===== src/rtl/pc_redirect_unit.sv =====
// Fetch PC owner: applies EX-stage branch/JAL/JALR redirects, flushes IF/ID and ID/EX,
// and ignores further redirects for a SHADOW_CYCLES window. Optional counters: BRANCH_PERF_EN.
module pc_redirect_unit #(
    parameter logic [31:0] RESET_PC      = 32'h0000_0000,
    parameter logic [31:0] TRAP_VEC      = 32'h0000_0100,
    parameter int          SHADOW_CYCLES = 2
) (
    input  logic        clk_i,
    input  logic        rst_i,
    input  logic        stall_i,
    input  logic        branch_i,
    input  logic        take_branch_i,
    input  logic        jal_i,
    input  logic        jalr_i,
    input  logic [31:0] pc_ex_i,
    input  logic [31:0] imm_ex_i,
    input  logic [31:0] rs1_ex_i,
    output logic [31:0] pc_o,
    output logic [31:0] pc_plus4_o,
    output logic        flush_o,
    output logic        redirect_o,
    output logic        misalign_o,
`ifdef BRANCH_PERF_EN
    output logic [31:0] br_count_o,
    output logic [31:0] br_taken_o,
`endif
    output logic [31:0] redirect_target_o
);

    typedef enum logic {
        RUN    = 1'b0,
        SHADOW = 1'b1
    } state_t;

    localparam logic [2:0] SHADOW_LOAD = 3'(SHADOW_CYCLES - 1);

    state_t      state_q, state_d;
    logic [2:0]  cnt_q, cnt_d;
    logic [31:0] pc_q, pc_d;
    logic [31:0] target;
    logic        req;
    logic        accept;
    logic        misalign;

`ifdef BRANCH_PERF_EN
    logic [31:0] br_count_q, br_count_d;
    logic [31:0] br_taken_q, br_taken_d;
`endif

    // JALR clears bit 0 of its sum; branch and JAL share the PC-relative adder.
    always_comb begin
        if (jalr_i) begin
            target = (rs1_ex_i + imm_ex_i) & ~32'h1;
        end else begin
            target = pc_ex_i + imm_ex_i;
        end
    end

    assign req      = (branch_i & take_branch_i) | jal_i | jalr_i;
    assign accept   = req & (state_q == RUN);
    assign misalign = accept & target[1];

    always_comb begin
        // NOTE: every always_comb output gets a default first so no path can infer a latch.
        pc_d    = pc_q + 32'd4;
        state_d = state_q;
        cnt_d   = cnt_q;

        if (misalign) begin
            pc_d = TRAP_VEC;
        end else if (accept) begin
            pc_d = target;
        end else if (stall_i) begin
            pc_d = pc_q;
        end

        // The shadow counter runs through stalls so the window length is fixed in cycles.
        case (state_q)
            RUN: begin
                if (accept) begin
                    state_d = SHADOW;
                    cnt_d   = SHADOW_LOAD;
                end
            end
            SHADOW: begin
                if (cnt_q == 3'd0) begin
                    state_d = RUN;
                end else begin
                    cnt_d = cnt_q - 3'd1;
                end
            end
            default: state_d = RUN;
        endcase
    end

`ifdef BRANCH_PERF_EN
    always_comb begin
        br_count_d = br_count_q;
        br_taken_d = br_taken_q;
        if (branch_i && (state_q == RUN) && (br_count_q != 32'hFFFF_FFFF)) begin
            br_count_d = br_count_q + 32'd1;
        end
        // Only a redirect actually caused by the conditional branch counts as taken.
        if (accept && branch_i && take_branch_i && !jal_i && !jalr_i &&
            (br_taken_q != 32'hFFFF_FFFF)) begin
            br_taken_d = br_taken_q + 32'd1;
        end
    end
`endif

    always_ff @(posedge clk_i or posedge rst_i) begin
        if (rst_i) begin
            pc_q       <= RESET_PC;
            state_q    <= RUN;
            cnt_q      <= 3'd0;
`ifdef BRANCH_PERF_EN
            br_count_q <= 32'd0;
            br_taken_q <= 32'd0;
`endif
        end else begin
            // NOTE: non-blocking assignments keep all flops updating from pre-edge values.
            pc_q       <= pc_d;
            state_q    <= state_d;
            cnt_q      <= cnt_d;
`ifdef BRANCH_PERF_EN
            br_count_q <= br_count_d;
            br_taken_q <= br_taken_d;
`endif
        end
    end

    assign pc_o              = pc_q;
    assign pc_plus4_o        = pc_q + 32'd4;
    assign redirect_o        = accept;
    assign flush_o           = accept;
    assign misalign_o        = misalign;
    assign redirect_target_o = target;

`ifdef BRANCH_PERF_EN
    assign br_count_o = br_count_q;
    assign br_taken_o = br_taken_q;
`endif

endmodule


===== config.mk =====
export PLATFORM = sky130hd
export DESIGN_NAME = pc_redirect_unit
export DESIGN_NICKNAME = d
export VERILOG_FILES = /design/src/rtl/pc_redirect_unit.sv
export SDC_FILE = /design/constraint.sdc
export NUM_CORES = 1
export LEC_CHECK = 0
export ABC_CLOCK_PERIOD_IN_PS = 5000
export CAP_MARGIN = 10
export CELL_PAD_IN_SITES_DETAIL_PLACEMENT = 1
export CELL_PAD_IN_SITES_GLOBAL_PLACEMENT = 1
export CORE_MARGIN = 2
export CORE_UTILIZATION = 35
export DETAILED_ROUTE_END_ITERATION = 16
export GPL_TIMING_DRIVEN = 0
export PLACE_DENSITY_LB_ADDON = 0.1
export SYNTH_ARGS = -nofsm -noshare
export SYNTH_HDL_FRONTEND = slang
export SYNTH_SLANG_ARGS = --single-unit

===== constraint.sdc =====
create_clock -name clk_i -period 5 [get_ports clk_i]
set_input_delay 0.5 -clock clk_i [delete_from_list [all_inputs] [get_ports clk_i]]
set_output_delay 0.5 -clock clk_i [all_outputs]
set_load 0.02 [all_outputs]

# After elaboration in Yosys (flattened, before gate mapping)
# Index checks and enable logic that the tools add are counted.
word_totals:
  register_bits: 36
  inputBits: 103
  out_inout_bits: 99
  wordCells: 28
op_classes:
  add_sub_neg: 4
  n_eq_ne: 3
  mux: 10
  n_bitwise: 6
  reduce_logical: 2
op_table:
  columns: ["operator", "n"]
  rows:
  - ["$mux 32", 4]
  - ["$add 32x32->32", 2]
  - ["$add 32x3->32 const B", 1]
  - ["$mux 3", 2]
  - ["$pmux 3 s2", 1]
  - ["$ne 2x2->1 const B", 2]
  - ["$and 1x1->1", 3]
  - ["$logic_not 3->1", 1]
  - ["$ne 3x1->1 const B", 1]
  - ["$sub 3x1->3 const B", 1]
  - ["$mux 1", 2]
  - ["$or 1x1->1", 2]
  - ["$pmux 1 s2", 1]
  - ["$reduce_and 2->1", 1]
  - ["$not 1->1", 1]

# Logic depth before layout (Yosys ltp)
logic_depth:
  depth_word: 6
  mapped_depth: 11
  ltp_nobuf: 11

# Worst setup path after synthesis
# No wires, ideal clock.
synth_path:
  path_kind: "in2out"
  from: "in pc_ex_i[0]"
  to: "out redirect_target_o[28]"
  arrival_time_ns: 2.924
  required_ns: 4.500
  slack_ns: 1.576
  stages: 11
  cell_sequence: "ha_1 fa_1 a211oi_1 o21ai_0 nand3_1 nand2_1 a31oi_1 o31a_1 o21ai_0 xnor2_1 mux2i_1"
synth_via:
  elab_chain_cells: 2
synth_rtl:
  columns: ["item", "line_no", "rtl"]
  rows:
  - ["start, declared", "15", "input logic [31:0] pc_ex_i,"]
  - ["$add 32x32->32", "55", "target = pc_ex_i + imm_ex_i;"]
  - ["$mux 32", "52", "if (jalr_i) begin"]
  - ["end, declared", "27", "output logic [31:0] redirect_target_o"]
# Every way passes these cells.

# Final worst setup path
layout_path:
  from: "in imm_ex_i[0]"
  to: "out redirect_target_o[26]"
layout_via:
  elab_chain_cells: 2
  word_cells_on_any_way: 3
  classes_between: "add/sub (2); mux (1)"
layout_rtl:
  columns: ["item", "line_no", "rtl"]
  rows:
  - ["start, declared", "16", "input logic [31:0] imm_ex_i,"]
  - ["$add 32x32->32, on equally long branches", "55, 53", null]
  - ["$mux 32 (*)", "52", null]
# Mark *: on every way between the ends. The rest lies on a longest branch, timed or not.

==> results.py <==
metrics = {
    "outcome": {
        "status": "finished, final reports clean",
    },
    "routing": {
        "top_layer": "met4",
        "route.met2.wl_mm": 10.6,
        "drt_iter0_drc": 411,
        "wl_per_cell_um": 18.5,
        "drc": 0,
        "wl_met1_mm": 11.2,
        "viasPerCell": 5.50,
        "drt_first_pass_iters": 4,
        "vias": 6807,
        "finalWirelength_mm": 22.9,
        "ant_nets": 0,
        "met3WireLength_um": 736,
    },
    "power": {
        "power_density_nw_per_um2": 339,
        "vdd_drop_max_v": 0.000190,
        "leakagePower_uw": 0.00348,
    },
    "global_routing": {
        "grt_max_degree": 24,
        "grt_pass1_wl_mm": 36.2,
        "overflow": 0,
        "grt_pass1_vias": 6840,
        "grtUsageTotal": 0.247,
        "antenna_found_initial": 0,
    },
    "cells_and_area": {
        "num-fill-cells": 2083,
        "antennaDiodeCount": 0,
        "fin_nets": 1186,
        "syn2layout_area_growth_pct": 40.6,
        "multi_input_area_um2": 4900,
        "drive_gt1_frac": 0.0403,
        "final_util": 0.507,
        "regArea_um2": 876,
    },
    "sta": {
        "final_max_slew_viol_count": 0,
        "hold_viol_final": 0,
        "fin_skew_ns": 0.00678,
        "finalCritPeriodShare": 0.969,
        "fmaxAchievable_mhz": 206,
        "rsz0062_at_grt": "false",
        "relSlewSlack": 0.433,
        "tns_ns": 0,
        "fin_crit_ns": 4.85,
        "setup_viol": 0,
        "tightest_slew_ns": 0.827,
    },
    "floorplan": {
        "die_h_um": 135,
        "rows": 47,
        "initial_core_util": 0.360,
        "dieArea_um2": 18200,
        "die_x_um": 135,
        "pin_count": 202,
        "core_area_um2": 16600,
    },
    "clocking": {
        "root_buffer": "clkbuf_16",
        "cts_tree": "done",
        "clock_sinks": 35,
        "numCtsBuffers": 5,
        "clkLatencyLatePin_ns": 0.29,
        "cts.path.max_buffers": 2,
        "ctsHoldBuffers": 0,
        "htreeDepth": 2,
        "clk_pin_slew_ns": 0.05,
    },
    "worst_setup_path": {
        "path_buf_inv": 2,
        "cp-start-kind": "primary input",
        "rrSetupSlack_ns": 2.19,
        "cp-end-kind": "output pin",
        "critPathSlowestCell": "clkdlybuf4s50_1",
        "r2r_cells": 10,
        "worstPathMaxFanout": 4,
        "crit_chain": "clkdlybuf4s50_1 -> and2_1 -> fa_1 -> a21o_1 -> a221oi_2 -> o211ai_1 -> nand4_1 -> a21oi_1 -> a21oi_1 -> xnor2_1 -> mux2_2 -> clkdlybuf4s50_1",
        "reg2reg_from": "pc_o[2]",
        "r2r-end": "pc_o[30]",
        "slowest_delay_ns": 0.61,
        "critPathLaunch": "imm_ex_i[0]",
        "worst_ep_arrival_time_ns": 4.35,
        "critPathCapture": "redirect_target_o[26]",
        "cp.depth": 12,
        "path_delay_family": "compound AO/OA/AOI/OAI gates",
        "critPathKind": "in2out",
        "crit_required_ns": 4.50,
    },
    "logic_synthesis": {
        "synth_ff_type": "dfrtp_1",
        "synth-edff-count": 0,
        "yosys.area.top_type": "dfrtp_1",
        "synth_seq_cells": 35,
        "synth_common_cells": "90 x nand2_1, 82 x a21oi_1, 64 x ha_1",
        "async_flop_share": 1.00,
        "ys_seq_area_frac": 0.146,
        "synth_area_per_cell_um2": 7.40,
        "yosysMostFrequentCell": "nand2_1",
        "synth_warnings": 0,
        "synth_cell_types": 66,
        "synth_top_area_share": 0.146,
        "synth_top_cells_by_area": "dfrtp_1 15%, ha_1 13%, xnor2_1 8.9%",
        "netlist_area_um2": 6000,
        "syn_inst": 811,
    },
    "job": {
        "max_cap_viol_count": 0,
    },
    "placed_design": {
        "port-buffer-count": 197,
        "dp_hpwl_mm": 19.4,
        "place.gp.congestion": 0.860,
    },
    "hold_path": {
        "worstHoldPathType": "reg2reg",
    },
}
==> registers in the layout, indices dropped and copies added, names as in the netlist <==
| name | count |
|---|---|
| cnt_q | 3 |
| pc_o | 31 |
| state_q | 1 |
==> power breakdown <==
group / switching [uW] / internal [uW] / total [uW]
Combinational: 1070 / 918 / 1990
Clock: 123 / 183 / 306
Sequential: 173 / 393 / 565
==> worst register-to-register path: cells and delay by family (launching register included) <==
| family | cells | cell delay (ns) |
|---|---|---|
| AOI/OAI and AO/OA | 1 | 0.24 |
| DFF | 1 | 0.46 |
| buffers and inverters | 1 | 0.15 |
| and+or+nand+nor | 6 | 1.48 |
| xor gates and xnor gates | 1 | 0.11 |
| adders and majority gates | 1 | 0.24 |
==> metrics by stage <==
step	setup slack [ns]	instance area [um2]	power, uW	instances	hold WS [ns]
2_1_floorplan	1.58	6000	1660	812	0.469
4_1_cts	0.0863	8420	2860	1238	0.504
5_1_grt	0.0117	8440	3040	1238	0.567
3_3_place_gp	0.113	8250	2510	1229	0.482
3_5_place_dp	0.117	8280	2550	1230	0.493
6_report	0.153	8440	2860	1238	0.506
==> cells by family (layout without fill, tap and decap cells) <==
| logic type | after synthesis | after routing | share of synthesized area |
|---|---|---|---|
| AND/OR/NAND/NOR | 278 | 278 | 0.226 |
| AO/OA/AOI/OAI | 254 | 254 | 0.269 |
| multiplexers | 11 | 11 | 0.0192 |
| buffers and inverters | 57 | 263 | 0.0396 |
| adder cells (fa/ha/maj) | 66 | 66 | 0.140 |
| XOR/XNOR | 109 | 109 | 0.159 |
| flip-flops | 35 | 35 | 0.146 |
| other | 1 | 2 | 0.000625 |
==> final cells by class <==
type,count,area share
multi-input combinational,720,0.581
buffer,36,0.0188
timing repair buffer,198,0.237
tap,220,0.0326
clock inverter,3,0.00237
sequential,35,0.104
clock buffer,5,0.0148
inverter,21,0.00934
==> layer usage <==
layer / GRT usage / vias up
met5: 0 / -
met4: 0.0579 / 0
met3: 0.00901 / 22
met1: 0.354 / 3248
li1: - / 3361
met2: 0.413 / 176
==> cells in the final DEF, fill, tap and decap left out, types with 5 or more instances in the layout <==
cell type / instances
a21o_1: 16
inv_1: 21
buf_1: 5
nand2b_1: 12
xnor2_1: 61
nor2b_1: 8
nand2_1: 90
a31oi_1: 7
nor3_1: 19
a31o_2: 7
o21ai_0: 61
mux2i_1: 6
a21oi_1: 82
a211oi_1: 6
a22o_1: 13
o21bai_1: 6
or3_1: 6
o211ai_1: 10
xor2_1: 48
nor2_1: 63
dfrtp_1: 35
nand4_1: 13
clkdlybuf4s50_1: 197
and3_1: 10
clkbuf_16: 5
o21a_1: 9
clkbuf_1: 25
nand3_1: 33
ha_1: 64
==> worst min path at each step <==
stage	slack [ns]	end	startpoint	depth (start not counted)
floorplan	0.47	cnt_q[1]	cnt_q[1]	2
global placement	0.48	cnt_q[2]	cnt_q[2]	2
detailed placement	0.49	cnt_q[2]	cnt_q[2]	2
CTS	0.50	cnt_q[2]	cnt_q[2]	2
global route	0.57	cnt_q[2]	cnt_q[2]	2
finish	0.51	cnt_q[2]	cnt_q[2]	2
==> repair_timing <==
item	CTS	global route
hold endpoints to repair	0	0
buffers inserted	0	0
gates resized for setup	0	3
setup endpoints to repair	0	6
(Power assumes the default switching activity.)
